===== config.mk =====
export PLATFORM = sky130hd
export DESIGN_NAME = dii_packetizer_flat
export DESIGN_NICKNAME = d
export VERILOG_FILES = /design/src/rtl/dii_packetizer_if.sv /design/src/rtl/dii_packetizer.sv /design/src/flat_wrapper.sv
export SDC_FILE = /design/constraint.sdc
export NUM_CORES = 1
export LEC_CHECK = 0
export BUFFER_PORTS_ARGS = -buffer_cell sky130_fd_sc_hd__buf_2
export CORE_MARGIN = 5
export CORE_UTILIZATION = 47
export CTS_CLUSTER_DIAMETER = 120
export DETAILED_ROUTE_END_ITERATION = 12
export PLACE_DENSITY_LB_ADDON = 0.25
export SYNTH_ARGS = -nofsm -noshare
export SYNTH_HDL_FRONTEND = slang
export SYNTH_SLANG_ARGS = --single-unit

===== constraint.sdc =====
create_clock -name clk -period 2 [get_ports clk]
set_input_delay 0.3 -clock clk [delete_from_list [all_inputs] [get_ports clk]]
set_output_delay 0.3 -clock clk [all_outputs]
set_load 0.005 [all_outputs]

===== src/rtl/dii_packetizer_if.sv =====
// DII flit channel: one flit per valid&ready handshake, with first/last framing marks.
interface dii_channel #(parameter int WIDTH = 16);
  logic [WIDTH-1:0] data;
  logic             first;
  logic             last;
  logic             valid;
  logic             ready;

  modport master (output data, first, last, valid, input ready);
  modport slave  (input data, first, last, valid, output ready);
endinterface


===== src/rtl/dii_packetizer.sv =====
// Transmit-side DII framer: emits DEST, SRC, FLAGS header flits, then passes payload words through.
//   state     | meaning
//   S_IDLE    | waiting for a packet request; req_ready high
//   S_DEST    | presenting latched destination flit (first=1)
//   S_SRC     | presenting own id flit
//   S_FLAGS   | presenting {type,subtype,0..}; last=1 for header-only packets
//   S_PAYLOAD | payload words passed through until the remaining count runs out
module dii_packetizer #(
  parameter int  WIDTH       = 16,
  parameter int  MAX_PAYLOAD = 8,
  localparam int LW          = $clog2(MAX_PAYLOAD + 1)
) (
  input  logic             clk,
  input  logic             rst_n,
  input  logic [WIDTH-1:0] i_id,
  input  logic             i_req_valid,
  output logic             o_req_ready,
  input  logic [WIDTH-1:0] i_req_dest,
  input  logic [1:0]       i_req_type,
  input  logic [3:0]       i_req_subtype,
  input  logic [LW-1:0]    i_req_len,
  input  logic [WIDTH-1:0] i_pay_data,
  input  logic             i_pay_valid,
  output logic             o_pay_ready,
  output logic             o_busy,
  output logic             o_pkt_done,
  dii_channel.master       out
);

  typedef enum logic [2:0] {S_IDLE, S_DEST, S_SRC, S_FLAGS, S_PAYLOAD} state_t;

  localparam logic [LW-1:0] MAX_LEN = LW'(MAX_PAYLOAD);

  state_t           r_state;
  state_t           w_next;
  logic [WIDTH-1:0] r_dest;
  logic [1:0]       r_type;
  logic [3:0]       r_subtype;
  logic [LW-1:0]    r_len;
  logic [LW-1:0]    r_cnt;
  logic             r_pkt_done;
  logic [WIDTH-1:0] w_flags;
  logic [LW-1:0]    w_len_clamp;
  logic             w_hs;

  assign w_flags     = {r_type, r_subtype, {(WIDTH-6){1'b0}}};
  assign w_len_clamp = (i_req_len > MAX_LEN) ? MAX_LEN : i_req_len;
  assign w_hs        = out.valid & out.ready;
  assign o_busy      = (r_state != S_IDLE);
  assign o_pkt_done  = r_pkt_done;

  always_comb begin
    w_next      = r_state;
    o_req_ready = 1'b0;
    o_pay_ready = 1'b0;
    out.valid   = 1'b0;
    out.data    = '0;
    out.first   = 1'b0;
    out.last    = 1'b0;
    case (r_state)
      S_IDLE: begin
        o_req_ready = 1'b1;
        if (i_req_valid) w_next = S_DEST;
      end
      S_DEST: begin
        out.valid = 1'b1;
        out.data  = r_dest;
        out.first = 1'b1;
        if (out.ready) w_next = S_SRC;
      end
      S_SRC: begin
        out.valid = 1'b1;
        out.data  = i_id;
        if (out.ready) w_next = S_FLAGS;
      end
      S_FLAGS: begin
        out.valid = 1'b1;
        out.data  = w_flags;
        out.last  = (r_len == '0);
        if (out.ready) w_next = (r_len == '0) ? S_IDLE : S_PAYLOAD;
      end
      S_PAYLOAD: begin
        // Payload is a straight pass-through; the channel's ready backpressures the source.
        out.valid   = i_pay_valid;
        out.data    = i_pay_data;
        out.last    = (r_cnt == LW'(1));
        o_pay_ready = out.ready;
        if (i_pay_valid && out.ready && (r_cnt == LW'(1))) w_next = S_IDLE;
      end
      default: w_next = S_IDLE;
    endcase
  end

  always_ff @(posedge clk or negedge rst_n) begin
    if (!rst_n) begin
      r_state    <= S_IDLE;
      r_dest     <= '0;
      r_type     <= '0;
      r_subtype  <= '0;
      r_len      <= '0;
      r_cnt      <= '0;
      r_pkt_done <= 1'b0;
    end else begin
      r_state    <= w_next;
      r_pkt_done <= w_hs & out.last;
      if (r_state == S_IDLE && i_req_valid) begin
        r_dest    <= i_req_dest;
        r_type    <= i_req_type;
        r_subtype <= i_req_subtype;
        r_len     <= w_len_clamp;
      end
      if (r_state == S_FLAGS && out.ready) r_cnt <= r_len;
      else if (r_state == S_PAYLOAD && w_hs) r_cnt <= r_cnt - LW'(1);
    end
  end

endmodule

===== src/flat_wrapper.sv =====
// flat-port wrapper written by rule: the top's interface ports become plain ports
module dii_packetizer_flat 
#(
  parameter int  WIDTH       = 16,
  parameter int  MAX_PAYLOAD = 8,
  localparam int LW          = $clog2(MAX_PAYLOAD + 1)
)
  (clk, rst_n, i_id, i_req_valid, o_req_ready, i_req_dest, i_req_type, i_req_subtype, i_req_len, i_pay_data, i_pay_valid, o_pay_ready, o_busy, o_pkt_done, out_data, out_first, out_last, out_valid, out_ready);
  dii_channel #(.WIDTH(WIDTH)) out_i ();
  input  logic clk;
  input  logic rst_n;
  input  logic [WIDTH-1:0] i_id;
  input  logic i_req_valid;
  output logic o_req_ready;
  input  logic [WIDTH-1:0] i_req_dest;
  input  logic [1:0] i_req_type;
  input  logic [3:0] i_req_subtype;
  input  logic [LW-1:0] i_req_len;
  input  logic [WIDTH-1:0] i_pay_data;
  input  logic i_pay_valid;
  output logic o_pay_ready;
  output logic o_busy;
  output logic o_pkt_done;
  output wire logic [$bits(out_i.data)-1:0] out_data;
  output wire logic [$bits(out_i.first)-1:0] out_first;
  output wire logic [$bits(out_i.last)-1:0] out_last;
  output wire logic [$bits(out_i.valid)-1:0] out_valid;
  input wire logic [$bits(out_i.ready)-1:0] out_ready;
  assign out_data = out_i.data;
  assign out_first = out_i.first;
  assign out_last = out_i.last;
  assign out_valid = out_i.valid;
  assign out_i.ready = out_ready;
  dii_packetizer #(.WIDTH(WIDTH), .MAX_PAYLOAD(MAX_PAYLOAD)) u_core (.clk(clk), .rst_n(rst_n), .i_id(i_id), .i_req_valid(i_req_valid), .o_req_ready(o_req_ready), .i_req_dest(i_req_dest), .i_req_type(i_req_type), .i_req_subtype(i_req_subtype), .i_req_len(i_req_len), .i_pay_data(i_pay_data), .i_pay_valid(i_pay_valid), .o_pay_ready(o_pay_ready), .o_busy(o_busy), .o_pkt_done(o_pkt_done), .out(out_i));
endmodule

==> reports/qor.csv, run 1 <==
metric;value;unit
arrival;1630;ps
worst-path-buf-inv;2;
layout-area-overhead-vs-synth;31.8;%
ys_async_sr_fraction;100;%
worst_pin_slew;755;ps
layout_setup_ws;73.3;ps
hold_buffers;0;
rows;23;
crit_end;out_last;
yosys_register_bits;34;
path_max_fanout;6;
cts.sinks;34;
final_util;63.5;%
clock_skew;5.36;ps
dr.pass1.iters;4;
setup_viol;0;
total_power;3800;µW
clock_path_buffers;2;
cts_root_buffer;clkbuf_8;
synth-edff-count;0;
clk_pin_slew;70;ps
first_iter_violations;85;
grt_max_degree;35;
netlist.area_leader.share;44.4;%
cp.depth;4;
via_per_inst;5.34;
yosys.area.top_type;dfrtp_1;
yosysUniqueCellTypes;32;
fill_cells;346;
ant_nets;0;
synthFlopType;dfrtp_1;
grt_usage;17.9;%
core;0.00397;mm²
postSynthCellCount;183;
worstSetupPathType;reg -> out;
post-dp-hpwl;3570;µm
r2r_cells;3;
grt_pass1_vias;1744;
synth_seq_area_share;44.4;%
portBuffers;85;
route.detailed.wl_per_inst;14.9;µm
cap_violations;0;
p_leak;0.00126;µW
synth.area.mux_share;18.0;%
r2r_slack;210;ps
pre_cts_slack;259;ps
peakVddDrop;0.816;mV
drive_above_1_share;50.7;%
crit_path_start_kind;flop;
antenna_cells;0;
synth_top_family_by_area;multiplexers;
power_per_cell_area;1510;mW/mm²
end_kind;primary output;
die_x;73.8;µm
min_period;1930;ps
clk_latency;280;ps
yosys.area_share.simple;13.7;%
synth_xor_area_share;0.458;%
ys_top_cells_by_count;dfrtp_1, nand2_1, mux2_2;
io_pins;86;
synth_area;0.00191;mm²
fin_nets;336;
grt_pass1_wl;7600;µm
reg2reg_from;u_core.r_state[1];
dp.cells;311;
cp_slowest_stage_delay;490;ps
r2r_end;u_core.r_type[0];
critPathSlowestCell;or3b_2;
synth_fa_ha_area_share;1.31;%
start_util;48.2;%
antenna_found_initial;0;
final_cells;322;
hold_path.class;in -> async;
fmax;519;MHz
cts_buffers;5;
grt_overflow;0;
hold_viol;0;
drv_slew;0;
synth_compound_area_share;16.5;%
setup.worst_path.start;u_core.r_state[1];
vias;1719;
tritoncts;done;
globalplace.congestion;0.760;
route.detailed.drc;0;
critPathTopFamily;simple AND/OR/NAND/NOR gates;
h-tree-depth;2;
status;finished, final reports clean;
crit_chain;buf_4, or3b_2, o22ai_2, buf_2;
die_area;0.00545;mm²
yosysMostFrequentCell;dfrtp_1;
synth_area_leaders;dfrtp_1, mux2_2, a22oi_1, nand2_1, o21ai_0;
worstPathRequired;1700;ps
fp.dieH;73.8;µm
slew_headroom;49.7;%
synth_nets;248;
syn_avg_cell_area;10.5;µm²
fin_crit_sh;96.3;%
totalWireLength;4800;µm
yosysWarningCount;0;
[report_power, final]
part | internal [µW] | switching (µW) | total, µW
logic | 1080 | 919 | 2000
registers | 1030 | 242 | 1280
clock network | 278 | 249 | 526
total | 2390 | 1410 | 3800
[registers in the layout, summed over array words and instances, names as in the netlist]
signal,cells
u_core.r_dest,16
u_core.r_cnt,4
u_core.r_len,4
u_core.r_subtype,4
u_core.r_state,3
u_core.r_type,2
u_core.o_pkt_done,1
[cell type report]
class,instances,area (µm²),share of cell area (%)
Timing Repair Buffer,97,518,20.5
Clock buffer,7,86.3,3.42
Sequential cell,34,855,33.9
Multi-Input combinational cell,128,977,38.7
Tap cell,50,62.6,2.48
Clock inverter,1,5.00,0.198
Inverter,5,18.8,0.744
[logic make-up (layout without fill, tap and decap cells)]
group | count (synthesis) | count (layout)
fa+ha+maj | 2 | 2
xor+xnor | 1 | 1
flops | 34 | 34
compound gates | 48 | 48
simple gates | 47 | 47
mux | 30 | 30
buf+inv | 21 | 110
[how the worst min path moves through the flow]
stage	start	end	slack [ps]	cells past startpoint
final	rst_n	u_core.r_cnt[3]	80	1
after global routing	rst_n	u_core.r_cnt[3]	150	1
after CTS	rst_n	u_core.r_cnt[3]	110	1
after detailed placement	rst_n	u_core.r_cnt[3]	410	1
after global placement	rst_n	u_core.r_cnt[3]	420	1
after floorplan	rst_n	u_core.o_pkt_done	4	0
[layout by cell type, fill, tap and decap left out, types with 2 or more instances in the layout]
master	synthesis	layout
clkbuf_8	0	6
and4_1	2	2
buf_4	0	9
buf_2	3	87
dfrtp_1	34	31
nand2b_1	4	4
nor2_1	4	4
inv_1	5	5
mux2i_1	6	6
a2bb2oi_1	2	2
mux2_4	4	4
mux2_2	20	20
ha_1	2	2
o22ai_1	12	11
or3b_2	2	2
o21ai_0	15	15
dfrtp_2	0	3
a311o_1	2	2
and3_1	2	2
nor2b_1	4	3
a22oi_1	16	16
nand2_1	21	21
[layer usage]
| layer | vias to the layer above | global-route usage (%) | part of all wire [%] |
|---|---|---|---|
| li1 | 842 | - | - |
| met1 | 809 | 21.9 | 42 |
| met2 | 61 | 30.0 | 49 |
| met3 | 7 | 4.10 | 7.5 |
| met4 | 0 | 7.44 | 1.7 |
| met5 | - | 0 | 0 |
[per-stage QoR]
step	TNS, ps	instance area [µm²]	hold slack (ps)
global placement	0	2380	415
finish	0	2520	78.8
global route	-48.3	2520	148
floorplan	0	1910	4.41
detailed placement	0	2380	412
CTS	0	2470	106
[repair_timing]
item	in CTS	in global routing
pin swaps	0	1
cloned	0	2
setup endpoints to repair	1	17
endpoints found under the hold margin	0	0
setup buffers	0	1
resized for setup	1	10
Note: power is estimated with default switching activity, not from simulation.
==> run 2: changes to the inputs <==
Settings changed: GPL_TIMING_DRIVEN set to 0, REMOVE_ABC_BUFFERS set to 1.
==> reports/qor.csv, run 2 (synthesis gave the netlist of run 1 again) <==
metric;value;unit
grt_pass1_vias;1771;
clock_path_buffers;2;
hold_path.class;in -> async;
clock_skew;3.47;ps
globalplace.congestion;0.800;
fin_nets;337;
top_register;u_core.r_dest;
cts.sinks;34;
hold-worst-slack;81.2;ps
power_per_cell_area;1530;mW/mm²
r2r_cells;3;
core;0.00397;mm²
fin_crit_sh;97.5;%
grt_usage;18.7;%
post-dp-hpwl;3170;µm
cap_violations;0;
cp_slowest_stage_delay;510;ps
hold_viol;0;
layout-area-overhead-vs-synth;35.1;%
p_leak;0.00127;µW
slew_headroom;50.5;%
antenna_cells;0;
peakVddDrop;0.860;mV
start_util;48.2;%
portBuffers;85;
io_pins;86;
tritoncts;done;
ant_nets;0;
arrival;1650;ps
reg2reg_from;u_core.r_state[0];
route.detailed.wl_per_inst;14.6;µm
dp.cells;302;
layout_setup_ws;50.7;ps
critPathSlowestCell;dfrtp_4;
min_period;1950;ps
largest_reg_flops;16;
finalSetupTns;0;ps
drv_slew;0;
cts_root_buffer;clkbuf_8;
h-tree-depth;2;
fill_cells;320;
crit_chain;buf_12, nor2b_4, buf_4, a22oi_1, o22ai_1, buf_2;
worstSetupPathType;reg -> out;
dr.pass1.iters;4;
crit_path_start_kind;flop;
antenna_found_initial;0;
fmax;513;MHz
first_iter_violations;87;
die_x;73.8;µm
r2r_end;u_core.r_subtype[2];
grt_pass1_wl;7810;µm
rsz0062_at_grt;true;
worst_pin_slew;743;ps
worstPathRequired;1700;ps
final_cells;321;
vias;1740;
end_kind;primary output;
clk_latency;280;ps
route.detailed.drc;0;
setup_viol;0;
die_area;0.00545;mm²
via_per_inst;5.42;
final_common_cell;buf_2;
status;finished, final reports clean;
cts_buffers;5;
rows;23;
grt_max_degree;35;
grt_overflow;0;
drive_above_1_share;51.3;%
final_cell_mix;buf_2, dfrtp_1, nand2_1;
r2r_slack;120;ps
path_max_fanout;6;
pre_cts_slack;-535;ps
fp.dieH;73.8;µm
totalWireLength;4700;µm
clk_pin_slew;60;ps
run 2: critical path, delay by kind of cell, from the launching register on:
kind,cells,cell delay (ps)
flip-flops,1,510
buffers and inverters,3,450
AO/OA/AOI/OAI,2,260
AND/OR/NAND/NOR,1,150
run 2: what timing repair did:
item,in CTS,in global routing
hold buffers,0,0
setup endpoints to repair,23,3
pin swaps,1,1
setup buffers,13,0
resized for setup,11,2
run 2: layout make-up:
type | instances | area [µm²] | area share (%)
tap | 50 | 62.6 | 2.42
clock buffer | 6 | 82.6 | 3.19
multi-input combinational | 128 | 990 | 38.3
timing repair buffer | 98 | 573 | 22.2
sequential | 34 | 860 | 33.2
inverter | 5 | 18.8 | 0.726
run 2: how the worst max path moves through the flow:
stage	from	end	slack [ps]	cells past startpoint
2_1_floorplan	u_core.r_state[1]	out_data[0]	60	3
3_3_place_gp	u_core.r_state[0]	out_data[8]	-550	4
3_5_place_dp	u_core.r_state[1]	out_data[1]	-530	4
4_1_cts	u_core.r_cnt[1]	out_last	9	5
5_1_grt	u_core.r_state[1]	out_data[10]	-9	6
6_report	u_core.r_state[1]	out_data[10]	50	6
run 2: per-stage QoR:
step           instance area (µm²)  utilization (%)  power (µW)
2_1_floorplan                 1830                -        2410
3_3_place_gp                  2310             58.3        3000
3_5_place_dp                  2310             58.3        3040
4_1_cts                       2580             65.0        3950
5_1_grt                       2590             65.1        4270
6_report                      2590             65.1        3950
run 2: where the power goes:
group / switching (µW) / internal [µW] / total (µW)
sequential: 236 / 1040 / 1280
clock: 224 / 265 / 489
combinational: 971 / 1210 / 2180
run 2: layer usage:
metal	wire, µm	up-vias	part of all wire [%]	GRT usage [%]
li1	-	841	-	-
met1	2040	829	43	23.9
met2	2260	62	48	29.6
met3	321	8	6.8	5.88
met4	81	0	1.7	6.44
met5	0	-	0	0
==> run 3: changes to the inputs <==
==> constraint.sdc (replaced) <==
create_clock -name clk -period 2 [get_ports clk]
set_input_delay 0 -clock clk [delete_from_list [all_inputs] [get_ports clk]]
set_output_delay 0 -clock clk [all_outputs]
set_load 0.005 [all_outputs]
==> reports/qor.csv, run 3 (synthesis gave the netlist of run 1 again) <==
metric;value;unit
core;0.00397;mm²
clk_latency;280;ps
worstPathRequired;2170;ps
fp.dieH;73.8;µm
largest_reg_flops;16;
grt_pass1_vias;1820;
placed_cell_area;0.00231;mm²
dr_wl_met3;280;µm
totalWireLength;4820;µm
peakVddDrop;0.846;mV
reg2reg_from;u_core.r_state[0];
min_to;u_core.r_cnt[1];
final_common_cell;buf_2;
portBuffers;85;
final_area;0.00270;mm²
globalplace.congestion;0.800;
route.detailed.drc;0;
worstSetupPathType;reg -> reg;
r2r_end;u_core.r_subtype[1];
r2r_cells;2;
crit_chain;or4b_4, mux2_4;
wl_met2;2450;µm
fill_cells;318;
arrival;2020;ps
antenna_cells;0;
dr.pass1.iters;4;
finalSetupTns;0;ps
via_per_inst;5.35;
antenna_found_initial;0;
cp_slowest_stage_delay;810;ps
clk_pin_slew;60;ps
worst_pin_slew;740;ps
critPathSlowestCell;or4b_4;
total_power;3620;µW
m1WireLength;2030;µm
status;finished, final reports clean;
die_x;73.8;µm
setup.worst_path.start;u_core.r_state[0];
route.detailed.wl_per_inst;14.4;µm
end_kind;flop;
fin_crit_sh;92.6;%
first_iter_violations;97;
path_max_fanout;29;
h-tree-depth;2;
rsz0062_at_grt;false;
post-dp-hpwl;3170;µm
drv_slew;0;
grt_usage;19.1;%
p_leak;0.00131;µW
tritoncts;done;
holdPathStages;2;
start_util;48.2;%
fmax;540;MHz
power_per_cell_area;1340;mW/mm²
rows;23;
fin_nets;351;
pre_cts_slack;-235;ps
layout-area-overhead-vs-synth;40.9;%
clock_path_buffers;2;
slew_headroom;50.6;%
worst-path-buf-inv;0;
io_pins;86;
cap_violations;0;
cts_root_buffer;clkbuf_8;
die_area;0.00545;mm²
clock_skew;3.09;ps
hold_path.class;in -> reg;
cts_buffers;5;
grt_overflow;0;
crit_path_start_kind;flop;
cts.sinks;34;
ant_nets;0;
grt_pass1_wl;8040;µm
drive_above_1_share;43.9;%
final_util;67.9;%
setup_viol;0;
layout_setup_ws;148;ps
min-delay-start;out_ready;
final_cell_mix;buf_2, dfrtp_1, dlygate4sd3_1;
hold_viol;0;
highest_layer;met4;
vias;1791;
grt_max_degree;35;
critPathTopFamily;simple AND/OR/NAND/NOR gates;
min_period;1850;ps
r2r_slack;150;ps
postCtsSetupBuffers;0;
top_register;u_core.r_dest;
run 3: cell types whose count changed in the layout (fill, tap and decap cells not counted), sizes merged:
| cell | delta |
|---|---|
| buf | -13 |
| dlygate4sd3 | +27 |
run 3: per-layer routing:
layer | track usage, % | vias to the layer above
met3 | 6.02 | 6
li1 | - | 871
met1 | 23.6 | 852
met2 | 31.0 | 62
met4 | 7.24 | 0
met5 | 0 | -
run 3: stage by stage:
stage	std cells	hold WS, ps
3_5_place_dp	302	106
5_1_grt	335	111
2_1_floorplan	167	-296
4_1_cts	335	82.5
3_3_place_gp	302	106
6_report	335	84.2
run 3: what timing repair did:
item,CTS,global route
endpoints found under the hold margin,60,0
endpoints found under the setup margin,23,8
hold buffers,27,0
resized for setup,8,1
run 3: area by class of cell:
cell class,count,area (µm²),share of cell area (%)
Multi-Input combinational cell,128,983,36.5
Sequential cell,34,855,31.7
Timing Repair Buffer,112,696,25.8
Clock buffer,6,82.6,3.06
Tap cell,50,62.6,2.32
Inverter,5,18.8,0.696
run 3: worst max path at each step:
stage	end	cells past startpoint
finish	u_core.r_subtype[1]	2
CTS	out_data[1]	4
detailed placement	out_data[1]	4
global placement	out_data[8]	4
global route	out_data[1]	4
floorplan	u_core.r_subtype[0]	2
run 3: power by group:
group          total, µW  switching [µW]  internal (µW)
Sequential          1390             353           1030
Combinational       1750             770            976
Clock                490             225            265
run 3: worst reg2reg max path, stage by stage, from the launching register on:
cell and delay, ps:
dfrtp_2 570, or4b_4 810, mux2_4 370
